`src/rtl/npu_stream_dispatcher.sv`:
```
// npu_stream_dispatcher
//   Host-side AXI-Stream front end for the NPU. Each packet is a 32-bit command
//   header (HDR_BEATS little-endian beats) followed by optional payload beats.
//   Valid headers are queued in a command FIFO for the instruction decoder.
//   Payload is passed through combinationally to the channel named in hdr[23:16].
//   Runt headers and headers naming a missing channel are counted as errors,
//   dropped, and raise a sticky interrupt.
// Ports
//   clk, rst_n                     clock, asynchronous active-low reset
//   s_axis_tdata/tvalid/tready/tlast  host stream (DATA_W wide)
//   cmd_data/cmd_valid/cmd_ready   command FIFO head towards the decoder
//   ch_tdata/tvalid/tready/tlast   NUM_CH payload streams, lane i at [i*DATA_W +: DATA_W]
//   irq_clear, interrupt           interrupt clear pulse and sticky error interrupt
//   status                         {7'b0, irq, level[3:0], drop, payload, empty, full, err_cnt, pkt_cnt}
module npu_stream_dispatcher #(
  parameter int DATA_W         = 16,
  parameter int NUM_CH         = 4,
  parameter int CMD_FIFO_DEPTH = 4
) (
  input  logic                     clk,
  input  logic                     rst_n,
  input  logic [DATA_W-1:0]        s_axis_tdata,
  input  logic                     s_axis_tvalid,
  output logic                     s_axis_tready,
  input  logic                     s_axis_tlast,
  output logic [31:0]              cmd_data,
  output logic                     cmd_valid,
  input  logic                     cmd_ready,
  output logic [NUM_CH*DATA_W-1:0] ch_tdata,
  output logic [NUM_CH-1:0]        ch_tvalid,
  input  logic [NUM_CH-1:0]        ch_tready,
  output logic [NUM_CH-1:0]        ch_tlast,
  input  logic                     irq_clear,
  output logic                     interrupt,
  output logic [31:0]              status
);

  localparam int HDR_BEATS = 32 / DATA_W;
  localparam int BC_W      = (HDR_BEATS > 1) ? $clog2(HDR_BEATS) : 1;
  localparam int CH_W      = (NUM_CH > 1) ? $clog2(NUM_CH) : 1;
  localparam int PTR_W     = $clog2(CMD_FIFO_DEPTH);
  localparam int LVL_W     = PTR_W + 1;
  localparam logic [8:0] NUM_CH_L = 9'(NUM_CH);

  typedef enum logic [1:0] {HDR, PAYLOAD, DROP} state_t;

  state_t            state_q, state_d;
  logic [BC_W-1:0]   beat_cnt_q, beat_cnt_d;
  logic [CH_W-1:0]   sel_q, sel_d;
  logic [31:0]       hdr_q, hdr_d, hdr_full;
  logic [PTR_W-1:0]  wr_ptr_q, wr_ptr_d, rd_ptr_q, rd_ptr_d;
  logic [LVL_W-1:0]  level_q, level_d;
  logic [7:0]        pkt_cnt_q, pkt_cnt_d, err_cnt_q, err_cnt_d;
  logic              irq_q, irq_d;
  logic [31:0]       status_q, status_d;
  logic [31:0]       mem_q [CMD_FIFO_DEPTH];

  logic fifo_full, fifo_empty, push, pop, err, last_hdr_beat, hs;
  logic [7:0] hdr_ch;

  assign fifo_full  = (level_q == LVL_W'(CMD_FIFO_DEPTH));
  assign fifo_empty = (level_q == '0);
  assign cmd_valid  = !fifo_empty;
  assign cmd_data   = mem_q[rd_ptr_q];
  assign pop        = cmd_valid && cmd_ready;
  assign interrupt  = irq_q;
  assign status     = status_q;
  assign last_hdr_beat = (beat_cnt_q == BC_W'(HDR_BEATS - 1));
  assign hs         = s_axis_tvalid && s_axis_tready;
  assign hdr_ch     = hdr_full[23:16];

  // Header as it would look with the current beat merged in.
  always_comb begin
    hdr_full = hdr_q;
    for (int k = 0; k < HDR_BEATS; k++) begin
      if (beat_cnt_q == BC_W'(k)) hdr_full[k*DATA_W +: DATA_W] = s_axis_tdata;
    end
  end

  // Payload lanes: every lane sees the data; only the selected one is valid.
  always_comb begin
    ch_tdata  = {NUM_CH{s_axis_tdata}};
    ch_tvalid = '0;
    ch_tlast  = '0;
    for (int i = 0; i < NUM_CH; i++) begin
      if (state_q == PAYLOAD && sel_q == CH_W'(i)) begin
        ch_tvalid[i] = s_axis_tvalid;
        ch_tlast[i]  = s_axis_tlast;
      end
    end
  end

  // Next state, ready and header/FIFO control
  always_comb begin
    state_d       = state_q;
    beat_cnt_d    = beat_cnt_q;
    sel_d         = sel_q;
    hdr_d         = hdr_q;
    push          = 1'b0;
    err           = 1'b0;
    s_axis_tready = 1'b1;
    case (state_q)
      HDR: begin
        // Stall only the final header beat so a full FIFO never loses a push.
        if (last_hdr_beat) s_axis_tready = !fifo_full;
        if (hs) begin
          if (!last_hdr_beat) begin
            if (s_axis_tlast) begin
              err        = 1'b1;
              beat_cnt_d = '0;
            end else begin
              hdr_d      = hdr_full;
              beat_cnt_d = beat_cnt_q + BC_W'(1);
            end
          end else begin
            beat_cnt_d = '0;
            if ({1'b0, hdr_ch} >= NUM_CH_L) begin
              err = 1'b1;
              if (!s_axis_tlast) state_d = DROP;
            end else begin
              push = 1'b1;
              if (!s_axis_tlast) begin
                sel_d   = hdr_ch[CH_W-1:0];
                state_d = PAYLOAD;
              end
            end
          end
        end
      end
      PAYLOAD: begin
        s_axis_tready = 1'b0;
        for (int i = 0; i < NUM_CH; i++) begin
          if (sel_q == CH_W'(i)) s_axis_tready = ch_tready[i];
        end
        if (hs && s_axis_tlast) state_d = HDR;
      end
      DROP: begin
        if (hs && s_axis_tlast) state_d = HDR;
      end
      default: state_d = HDR;
    endcase
  end

  // FIFO pointers, counters, interrupt and registered status
  always_comb begin
    wr_ptr_d  = push ? wr_ptr_q + PTR_W'(1) : wr_ptr_q;
    rd_ptr_d  = pop  ? rd_ptr_q + PTR_W'(1) : rd_ptr_q;
    level_d   = level_q + LVL_W'(push) - LVL_W'(pop);
    pkt_cnt_d = pkt_cnt_q + 8'(push);
    err_cnt_d = (err && err_cnt_q != 8'hFF) ? err_cnt_q + 8'd1 : err_cnt_q;
    // A new error wins over a simultaneous clear.
    irq_d     = err ? 1'b1 : (irq_clear ? 1'b0 : irq_q);
    status_d  = {7'd0, irq_d, 4'(level_d), state_d == DROP, state_d == PAYLOAD,
                 level_d == '0, level_d == LVL_W'(CMD_FIFO_DEPTH), err_cnt_d, pkt_cnt_d};
  end

  always_ff @(posedge clk or negedge rst_n) begin
    if (!rst_n) begin
      state_q    <= HDR;
      beat_cnt_q <= '0;
      sel_q      <= '0;
      wr_ptr_q   <= '0;
      rd_ptr_q   <= '0;
      level_q    <= '0;
      pkt_cnt_q  <= '0;
      err_cnt_q  <= '0;
      irq_q      <= 1'b0;
      status_q   <= 32'h0002_0000;
    end else begin
      state_q    <= state_d;
      beat_cnt_q <= beat_cnt_d;
      sel_q      <= sel_d;
      wr_ptr_q   <= wr_ptr_d;
      rd_ptr_q   <= rd_ptr_d;
      level_q    <= level_d;
      pkt_cnt_q  <= pkt_cnt_d;
      err_cnt_q  <= err_cnt_d;
      irq_q      <= irq_d;
      status_q   <= status_d;
    end
  end

  // Datapath storage carries no reset; it is only read once qualified by control.
  always_ff @(posedge clk) begin
    hdr_q <= hdr_d;
    if (push) mem_q[wr_ptr_q] <= hdr_full;
  end

endmodule

```
`config.mk`:
```
export PLATFORM = sky130hd
export DESIGN_NAME = npu_stream_dispatcher
export DESIGN_NICKNAME = d
export VERILOG_FILES = /design/src/rtl/npu_stream_dispatcher.sv
export SDC_FILE = /design/constraint.sdc
export NUM_CORES = 1
export LEC_CHECK = 0
export ABC_AREA = 1
export ABC_CLOCK_PERIOD_IN_PS = 5770
export CORE_MARGIN = 4
export CORE_UTILIZATION = 44
export CTS_CLUSTER_DIAMETER = 80
export DETAILED_ROUTE_END_ITERATION = 12
export PLACE_DENSITY_LB_ADDON = 0.3
export REMOVE_ABC_BUFFERS = 1
export SYNTH_ARGS = -nofsm -noshare
export SYNTH_HDL_FRONTEND = slang
export SYNTH_SLANG_ARGS = --single-unit
```
`constraint.sdc`:
```
create_clock -name clk -period 5.77 [get_ports clk]
set_input_delay 0.577 -clock clk [delete_from_list [all_inputs] [get_ports clk]]
set_output_delay 0.577 -clock clk [all_outputs]
set_load 0.03 [all_outputs]
```
Yosys cells after proc, flatten, opt, wreduce, memory -nomap -nowiden
Memories as Yosys holds them, arrays and structs flattened.
Cells that the tools add are included.
{"block": "op_classes", "add_sub_neg": 7, "magnitude_cmp": 1, "n_eq_ne": 10, "n_mux": 39, "bitwise": 3, "n_reduce_logical": 18}
{"op": "16-bit two-way mux", "count": 2}
{"op": "1-bit two-way mux", "count": 28}
{"op": "2-bit two-way mux", "count": 6}
{"op": "8-bit by 1-bit adder with 8-bit output", "count": 1}
{"op": "8-bit by 1-bit adder with 8-bit output (second input constant)", "count": 1}
{"op": "2-bit == test (second input constant)", "count": 4}
{"op": "8-bit by 3-bit greater-or-equal comparator with 1-bit output (second input constant)", "count": 1}
{"op": "1-bit logical AND", "count": 8}
{"op": "8-bit two-way mux", "count": 1}
{"op": "8-bit != test (second input constant)", "count": 1}
{"op": "2-bit by 1-bit == test with 1-bit output (second input constant)", "count": 3}
{"op": "3-bit == test (second input constant)", "count": 2}
{"op": "3-bit logical NOT", "count": 2}
{"op": "5-bit AND reduction", "count": 1}
{"op": "2-bit by 1-bit adder with 2-bit output (second input constant)", "count": 2}
{"op": "2-bit logical NOT", "count": 2}
{"op": "2-bit one-hot mux with 2 select lines", "count": 1}
{"op": "4-bit AND reduction", "count": 1}
{"op": "3-bit by 1-bit adder with 3-bit output", "count": 1}
{"op": "1-bit inverter", "count": 3}
{"op": "3-bit by 1-bit subtractor with 3-bit output", "count": 1}
{"op": "1-bit logical NOT", "count": 2}
{"op": "1-bit one-hot mux with 2 select lines", "count": 1}
{"op": "2-bit AND reduction", "count": 1}
{"op": "2 further kinds", "count": 2}
{"block": "totals", "ff_bits": 85, "mem_bits_rw": 128, "inputBits": 26, "out_inout_bits": 139, "elab_cells": 90, "n_memories": 1}
{"name": "mem_q", "depth": 4, "word_bits": 32, "rd": 1, "rd_ports_with_merged_regs": 0, "wr": 1, "line_no": "56", "text": "logic [31:0] mem_q [CMD_FIFO_DEPTH];"}

Logic depth before layout (Yosys ltp)
{"block": "logic_depth", "ltp_word": 12, "mapped_depth": 16, "depth_no_buf": 16}

Worst setup path after synthesis
No wires, ideal clock.
{"block": "synth_path", "path_type": "register -> register", "startpoint": "register state_q[1]", "endpoint": "memory mem_q[0][0], enable pin", "setup_time_ns": 0.421, "arrival_time_ns": 2.756, "required_time_ns": 5.349, "setup_slack_ns": 2.593, "path_stages_with_launch": 11, "n_path_buf": 0, "period_less_slack_ns": 3.177, "cell_sequence": "dfrtp_1 > inv_1 > ha_1 > inv_1 > a31oi_1 > nand2_1 > a21oi_2 > nand2_2 > inv_1 > nand2_4 > nor2_1"}
{"block": "synth_between", "elab_chain_len": 7, "word_cells_on_any_way": 8, "cone_classes": "eq/ne: 1; mux: 5; reduce/logical: 2"}
{"item": "start: declaration", "line_no": "47", "text": "state_t state_q, state_d;"}
{"item": "start signal: assignment", "line_no": "170", "text": "state_q <= state_d;"}
{"item": "2-bit by 1-bit == test with 1-bit output or 2-bit logical NOT (tied branches)", "line_no": "102", "text": "case (state_q)"}
{"item": "1-bit one-hot mux with 2 select lines", "line_no": "102"}
{"item": "1-bit logical AND", "line_no": "69", "text": "assign hs = s_axis_tvalid && s_axis_tready;"}
{"item": "1-bit two-way mux", "line_no": "106", "text": "if (hs) begin"}
{"item": "1-bit two-way mux *", "line_no": "102"}
{"item": "1-bit two-way mux *", "line_no": "186", "text": "if (push) mem_q[wr_ptr_q] <= hdr_full;"}
{"item": "1-bit two-way mux (implied by the code) *", "line_no": "186"}
{"item": "end: declaration", "line_no": "56"}
Mark *: on every way between the ends. The rest lies on a longest branch, timed or not.

Final worst setup path
{"block": "layout_path", "startpoint": "register rd_ptr_q[1]", "endpoint": "output cmd_data[18]"}
{"block": "layout_between", "elab_chain_len": 1}
{"item": "start: declaration", "line_no": "51", "text": "logic [PTR_W-1:0] wr_ptr_q, wr_ptr_d, rd_ptr_q, rd_ptr_d;"}
{"item": "start signal: assignment", "line_no": "174", "text": "rd_ptr_q <= rd_ptr_d;"}
{"item": "memory 4 x 32 bit"}
{"item": "end: declaration", "line_no": "26", "text": "output logic [31:0] cmd_data,"}
Every way passes these cells.

==> summary.md <==
| Metric | Value |
|---|---|
| Via count | `5105` |
| Post-synthesis cell area | `roughly 8400 sq um` |
| Multi-input logic area | `~2000 sq um` |
| Die Ht | `about 150 um` |
| CTS buffer count | `17` |
| TNS Setup | `0 ns` |
| Rel. slew slack | `0.211` |
| Pleak | `~3.8 nW` |
| Post-synth top area share | `0.573` |
| Post-synth EDFFs | `160` |
| CTS clk-pin slew, worst paths | `approximately 0.060 ns` |
| Hold Crit Endpoint | `status[7]` |
| RSZ-0062 raised after global routing | `false` |
| Top cells by area, synth | `edfxtp_1 57%, dfrtp_1 9.5%, buf_4 6.5%` |
| Port Buffers | `~160` |
| Tot GR Track Use | `0.157` |
| Flops & latches, synth | `a little under 200` |
| MaxCap Viol Count | `0` |
| Worst-Margin Slew | `approximately 1.2 ns` |
| Max Clk Rate | `around 290 MHz` |
| Average size of a mapped cell | `11.8 sq um` |
| RR Endpoint | `status[16]` |
| Synth Flop Type | `edfxtp_1` |
| Nature of the critical path endpoint | `primary output` |
| Post-DP Area | `between 9000 and 10000 sq um` |
| WP data required | `roughly 5.2 ns` |
| Power Density | `slightly below 500 nW/um^2` |
| Status | `finished clean` |
| Number of routed nets with antenna violations | `0` |
| Die Area | `between 20000 and 25000 sq um` |
| Post-synth ARST share | `0.171` |
| Row cnt | `50` |
| Worst setup SP type | `flip-flop` |
| Core ar. | `18700 sq um` |
| Clock Skew | `just under 0.007 ns` |
| Root Driver | `clkbuf_16` |
| Final period util | `0.600` |
| Worst r2r src | `state_q[1]` |
| Largest net degree at the start of global routing | `67` |
| Fillers | `between 1500 and 2000` |
| Hold Path Depth | `1` |
| GPL Wtd Cong | `slightly below 0.8` |
| Worst skew pair latency | `between 0.4 and 0.5 ns` |
| Initial DRC Count | `about 320` |
| Sequential cell area | `approximately 5600 sq um` |
| Vias per std cell | `4.89` |
| Critical path class | `reg -> out` |
| Post-CTS Hold Buffers | `0` |
| Post-DP HPWL | `between 9 and 10 mm` |
| H-tree depth | `4` |
| Min-delay worst type | `reg -> reg` |
| CTS sink count | `slightly below 200` |
| Max-slew violation count | `0` |
| Share of layout cells above drive strength 1 | `0.0692` |
| Worst R2R Path Depth | `15` |
| Router iterations before antenna repair | `4` |
| IO Pins | `165` |
| Post-synthesis sequential area ratio | `0.672` |
| Warnings from Yosys | `0` |
| Non-filler instance count after layout | `between 1000 and 1500` |
| Initial antenna violation count | `0` |
| Max FO, Critical Path | `33` |
| Final setup violation count | `0` |
| Fin crit period | `about 3.5 ns` |
| CTS tree | `yes` |
| Area Growth Syn to Fin | `21.6%` |
| Fin. Hold Viols | `0` |
| Gate Count Post-Synth | `710` |
| DIE WIDTH | `146 um` |
| Yosys cell types | `34` |
| Vias in the first global route | `between 5000 and 6000` |
| Post-DR wirelength/cell | `~16 um` |
| First-pass GRT wire length | `~27 mm` |
| Placed cells | `roughly 1000` |
| WL final | `approximately 17 mm` |
| Max Root-Sink Buffers | `2` |
| DRC viols | `0` |
| # resized after CTS | `0` |
| Hold Path Origin | `status[7]` |
| Leading area contributor after synthesis | `edfxtp_1` |
| # nets final | `about 840` |
| ANT cells | `0` |
| R2R setup slack | `about 2.7 ns` |
| Commonest cells after routing, fill and taps aside | `160 x edfxtp_1, 156 x clkdlybuf4s50_1, 87 x nand2_1, 87 x o21ai_0, 81 x nor2_1` |
| CP arrival | `~2.9 ns` |
| Initial Util | `0.448` |
| VDD IR max | `0.333 mV` |
| Commonest non-fill, non-tap cell in the layout | `edfxtp_1` |
| Post-CTS Setup Inserts | `0` |
| Post-route cell area | `10200 sq um` |
| Fin util | `0.545` |
| Grt ovf | `0` |
area by class of cell:
type,instances,share of cell area
inverter,46,0.0172
multi-input combinational,378,0.193
sequential,193,0.552
timing repair buffer,160,0.156
clock buffer,21,0.0442
tap,234,0.0287
clock inverter,11,0.00810
routing by layer:
| metal | vias up | GRT usage | wire length (um) |
|---|---|---|---|
| met1 | 2383 | 0.207 | 7480 |
| met3 | 6 | 0.0497 | 1250 |
| li1 | 2554 | - | - |
| met4 | 0 | 0.0310 | 78 |
| met5 | - | 0 | 0 |
| met2 | 162 | 0.262 | 7950 |
flip-flops by register name, summed over array words and instances (netlist names):
register,cells
mem_q,128
hdr_q,32
status,8
err_cnt_q,7
pkt_cnt_q,7
level_q,2
rd_ptr_q,2
sel_q,2
state_q,2
wr_ptr_q,2
beat_cnt_q,1
report_power, final:
part	switching, mW	total (mW)	internal (mW)
Sequential	0.0852	1.86	1.77
Clock	0.483	1.05	0.567
Combinational	1.39	2.09	0.699
Total	1.96	5.00	3.04
cell usage after synthesis (2+ instances only):
library cell / number
edfxtp_1: 160
nand2_1: 87
o21ai_0: 87
nor2_1: 86
buf_4: 73
inv_1: 43
o22ai_1: 34
dfrtp_1: 32
clkbuf_1: 23
nand3_1: 20
ha_1: 12
xor2_1: 11
xnor2_1: 7
nand2_2: 4
nor3_1: 4
buf_6: 3
o21ai_2: 3
nand4_1: 2
nor2_2: 2
nor2_4: 2
o21ai_1: 2
kinds of logic after synthesis:
logic type	share of synthesized area
other cells	0.000447
xor+xnor	0.0188
fa+ha+maj	0.0203
simple gates	0.103
buf+inv	0.101
compound gates	0.0852
flops	0.672
worst max-delay path: stages (launching register included):
cell	delay, ns
dfrtp_1	0.37
inv_1	0.85
o21ai_0	0.22
o22ai_1	0.29
clkdlybuf4s50_1	0.73
worst max path at each step:
stage,endpoint,startpoint,slack (ns),depth (start not counted)
after global routing,cmd_data[23],rd_ptr_q[1],2.11,4
final,cmd_data[18],rd_ptr_q[1],2.31,4
after floorplan,cmd_data[0],rd_ptr_q[0],2.12,3
after CTS,cmd_data[16],rd_ptr_q[1],2.32,4
after detailed placement,status[16],s_axis_tdata[5],2.32,13
after global placement,status[16],s_axis_tdata[5],2.42,13
per-stage QoR:
| stage | power (mW) | setup WS (ns) | hold slack [ns] |
|---|---|---|---|
| 2_1_floorplan | 3.09 | 2.12 | 0.281 |
| 3_3_place_gp | 3.97 | 2.42 | 0.467 |
| 3_5_place_dp | 3.99 | 2.32 | 0.462 |
| 4_1_cts | 5.04 | 2.32 | 0.481 |
| 5_1_grt | 5.29 | 2.11 | 0.520 |
| 6_report | 5.00 | 2.31 | 0.481 |
Note: power is estimated with default switching activity, not from simulation.
==> RTL edit 1, RTL diff (config.mk and constraints unchanged) <==
The parameter `CMD_FIFO_DEPTH` goes from 4 to 8.
--- a/src/rtl/npu_stream_dispatcher.sv
+++ b/src/rtl/npu_stream_dispatcher.sv
@@ -15,7 +15,7 @@
 module npu_stream_dispatcher #(
   parameter int DATA_W         = 16,
   parameter int NUM_CH         = 4,
-  parameter int CMD_FIFO_DEPTH = 4
+  parameter int CMD_FIFO_DEPTH = 8
 ) (
   input  logic                     clk,
   input  logic                     rst_n,
Behaviour: no difference found for any inputs over 4 cycles, from zero or initial values and one cycle with rst_n low; that may be too few to reach the edited logic, so the function may still have changed.
==> RTL edit 1 against the unedited design <==
- design area rose by 60%
- area after synthesis rose by 63%
- clock power rose by 110%
- total power rose by 68%
- routed wire length rose by 77%
- first-iteration DRC count rose by 99%
- sequential cell count rose by 131
- synthesized cell count rose by 63%
- non-clock buffer count rose by 17
- critical path depth rose by 3
- worst setup slack got worse by 1100 ps
- hold slack got worse by 300 ps
- critical endpoint is now cmd_data[24]
==> RTL edit 1: results (changes against the unedited design) <==
- CP arrival: 3940 ps (+1060 ps)
- Seq/Total Area, Yosys: 69.89% (+2.7 points)
- Synth top area share: 63.29% (+6.0 points)
- Reg clk slew, reported paths: 60 ps (about the same)
- Largest net degree at the start of global routing: 81 (+21%)
- Worst VDD drop: 0.2457 mV (-26%)
- FF-to-FF Start: beat_cnt_q$_DFFE_PN0P_
- First-pass GRT wire length: 45950 um (+72%)
- Final net count: 1287 (+54%)
- Register-to-Register Path Depth: 14 (-1)
- Synthesized area per cell: 11.82 sq um (about the same)
- Slew @ Worst Pin: 977.7 ps (-203.9 ps)
- WL/cell: 17.80 um (+11%)
- Number of global-route vias before repair: 8433 (+68%)
- Gpl congestion: 0.7612 (-3.2%)
- HPWL after detailed placement: 16420 um (+66%)
- Worst reg-to-reg setup slack: 1970 ps (-730 ps)
- Met2 Use GR: 27.92% (+1.7 points)
- Run status: finished, final reports clean
- Vias: 8631 (+69%)
- Static Leak: 5.877 nW (+55%)
- Routed WL: 29650 um (+77%)
- CTS max path bufs: 3 (+1)
- Met3 wire length: 2034 um (+63%)
- Synth top cells by count: 288 x edfxtp_1, 247 x nor2_1, 148 x o21ai_0
- Routing usage on met3: 3.493% (-1.5 points)
- Worst r2r dst: status[17]$_DFF_PN1_
- Aggregate global-route resource usage: 17.22% (+1.5 points)
- Skew-Pair Late Insertion Delay: 500 ps (+80 ps)
- Layout cells sized above 1: 7.480% (+0.56 points)
- # fillers: 2520 (+61%)
- IO buf count: 157 (+0.64%)
- H-tree Lvls: 2 (-2)
- Placed cell area: 15190 sq um (+57%)
- Drt pass-1 iters: 6 (+2)
- Largest register by flop count: mem_q
- Placed cell count: 1606 (+59%)
- Crit-path max FO: 74 (+120%)
- Metal1 wirelength: 13230 um (+77%)
- Number of synthesized flops with an enable pin: 288 (+80%)
- Post-place setup slack: 1797 ps (-523.2 ps)
- Fin Clk Skew: 13.83 ps (+7.034 ps)
- Type of the worst min-delay path: primary input to async pin
==> RTL edit 1: power by group <==
group          switching, mW  internal [mW]  total [mW]  leakage [nW]
sequential             0.136           2.92        3.05          3.05
clock                  0.839           1.37        2.21         0.557
combinational           2.09           1.02        3.11          2.27
total                   3.07           5.30        8.37          5.88
==> RTL edit 1: worst max-delay path by stage <==
stage / startpoint / endpoint / slack (ps) / cells past startpoint
2_1_floorplan: rd_ptr_q[0]$_DFFE_PN0P_ / cmd_data[0] / 390 / 5
3_3_place_gp: rd_ptr_q[0]$_DFFE_PN0P_ / cmd_data[22] / 1870 / 7
3_5_place_dp: s_axis_tdata[6] / status[17]$_DFF_PN1_ / 1800 / 15
4_1_cts: rd_ptr_q[0]$_DFFE_PN0P_ / cmd_data[24] / 1270 / 7
5_1_grt: rd_ptr_q[0]$_DFFE_PN0P_ / cmd_data[24] / 1020 / 7
6_report: rd_ptr_q[0]$_DFFE_PN0P_ / cmd_data[24] / 1250 / 7
==> RTL edit 1: final cells by class <==
cell class	instances	area [sq um]	area share [%]
tap	396	495.5	3.034
inverter	49	185.2	1.134
clock buffer	48	987.2	6.046
timing repair buffer	177	1729	10.59
sequential	324	9555	58.52
clock inverter	12	153.9	0.9425
multi-input combinational	660	3223	19.74
==> RTL edit 1: cell families after synthesis <==
group,count (synthesis),synth area share [%]
compound gates,222,8.835
flops,324,69.89
fa+ha+maj,15,1.428
buf+inv,178,7.041
other cells,1,0.02744
simple gates,399,11.69
xor+xnor,17,1.090
==> RTL edit 1: worst max-delay path: stages, from the launching register on <==
cell             delay (ps)
dfrtp_4                 800
clkinv_2                930
buf_4                   550
o21ai_0                 190
o22ai_1                  90
nor2_1                  100
a31oi_1                  80
clkdlybuf4s50_1         660
==> RTL edit 2, RTL diff (same flow settings) <==
Made on the original files. Re-encode `state_t` (3 states) as one-hot, 3 bits wide.
--- a/src/rtl/npu_stream_dispatcher.sv
+++ b/src/rtl/npu_stream_dispatcher.sv
@@ -42,7 +42,7 @@
   localparam int LVL_W     = PTR_W + 1;
   localparam logic [8:0] NUM_CH_L = 9'(NUM_CH);
 
-  typedef enum logic [1:0] {HDR, PAYLOAD, DROP} state_t;
+  typedef enum logic [2:0] {HDR = 3'b001, PAYLOAD = 3'b010, DROP = 3'b100} state_t;
 
   state_t            state_q, state_d;
   logic [BC_W-1:0]   beat_cnt_q, beat_cnt_d;
Check against the original RTL: no difference found for any inputs over 4 cycles, from zero or initial values and one cycle with rst_n low; so few cycles prove little.
==> RTL edit 2 against the unedited design <==
- sequential cell count rose by 1
- register-to-register slack got worse by 540 ps
- critical path depth is 10 higher
- critical endpoint is now status[16]$_DFF_PN0_
- routed wire length is 3.3% higher
- first-iteration DRC count up 2.8%
- design area increased by 2.2%
- area after synthesis is 1.2% higher
- worst setup slack lost 150 ps
- highest routed layer unchanged
- via count increased by 5.9%
- non-clock buffer count is 2 higher
- largest power group unchanged
- final cell count increased by 4.9%
- total power rose by 1.6%
==> RTL edit 2: results (changes against the unedited design) <==
- Run status: finished, final reports clean
- Worst reg-to-reg setup slack: 2160 ps (-540 ps)
- Max_slew headroom: 23.34% (+2.2 points)
- Aggregate global-route resource usage: 15.98% (+0.23 points)
- Slowest cell on crit path: dfrtp_1
- Fin Clk Skew: 14.27 ps (+7.474 ps)
- HPWL after detailed placement: 10530 um (+6.7%)
- Static Leak: 3.923 nW (+3.6%)
- Synth unique cells: 36 (+5.9%)
- Hold slack: 484.7 ps (+3.684 ps)
- Crit-path max FO: 26 (-21%)
- Clk pwr share: 23.2% (+2.2 points)
- Critical path's top delay family: simple AND/OR/NAND/NOR gates
- Synth Area in XOR/XNOR: 1.548% (-0.33 points)
- Final net count: 857 (+2.6%)
- Area of the multi-input gates: 2012 sq um (+2.1%)
- # fillers: 1561 (-0.19%)
- WL/cell: 15.82 um (-1.5%)
- Number of global-route vias before repair: 5116 (+1.9%)
- Placed cell area: 9827 sq um (+1.7%)
- Synth top cells by count: 160 x edfxtp_1, 95 x o21ai_0, 94 x nor2_1
- Non-Filler Instances: 1094 (+4.9%)
- Clock net power: 1.18 mW (+12%)
- Die area: 21570 sq um (+1.1%)
- Comb pwr share: 39.7% (-2.1 points)
- Post-DR vias/cell: 4.942 (+0.98%)
- Drt pass-1 iters: 5 (+1)
- First-pass GRT wire length: 27190 um (+1.9%)
- Post-place setup slack: 2133 ps (-186.9 ps)
- CP arrival: 3960 ps (+1080 ps)
- Antenna Cells: 0 (unchanged)
- Adder-Cell Fraction of Synth Area: 1.563% (-0.47 points)
- First-iteration detailed-routing DRC count: 325 (+2.8%)
- Synth area leaders: edfxtp_1 57%, dfrtp_1 9.4%, buf_4 6.5%, o21ai_0 5.6%, nor2_1 4.2%
- Gpl congestion: 0.7557 (-3.9%)
- F_max: 276.8 MHz (-4.2%)
- Register-to-Register Path Depth: 14 (-1)
[RTL edit 2: changes by cell type in the layout (fill, tap and decap cells not counted), moves of 3 or more]
cell,change
ha_1,-3
xnor2_1,-4
clkinv_2,-3
inv_6,+6
nor2_1,+8
clkbuf_1,-3
o21ai_0,+8
inv_2,+3
nand2_2,-4
inv_1,+9
[RTL edit 2: cell type report]
type / count / area share, %
Clock buffer: 17 / 4.082
Clock inverter: 15 / 1.621
Inverter: 59 / 2.149
Multi-Input combinational cell: 387 / 19.31
Sequential cell: 194 / 54.30
Tap cell: 260 / 3.122
Timing Repair Buffer: 162 / 15.42
[RTL edit 2: how the worst max path moves through the flow]
| stage | startpoint | to | depth (start not counted) |
|---|---|---|---|
| finish | beat_cnt_q$_DFFE_PN0P_ | status[16]$_DFF_PN0_ | 14 |
| global route | beat_cnt_q$_DFFE_PN0P_ | status[16]$_DFF_PN0_ | 14 |
| CTS | beat_cnt_q$_DFFE_PN0P_ | status[16]$_DFF_PN0_ | 14 |
| detailed placement | beat_cnt_q$_DFFE_PN0P_ | status[16]$_DFF_PN0_ | 14 |
| global placement | beat_cnt_q$_DFFE_PN0P_ | status[16]$_DFF_PN0_ | 14 |
| floorplan | beat_cnt_q$_DFFE_PN0P_ | mem_q[0][0]$_DFFE_PP_ | 8 |
[RTL edit 2: layer usage]
| metal | track usage (%) | part of all wire (%) | up-vias |
|---|---|---|---|
| li1 | - | - | 2613 |
| met1 | 20.92 | 44 | 2588 |
| met2 | 25.84 | 47 | 195 |
| met3 | 5.460 | 7.4 | 11 |
| met4 | 3.857 | 0.75 | 0 |
| met5 | 0 | 0 | - |
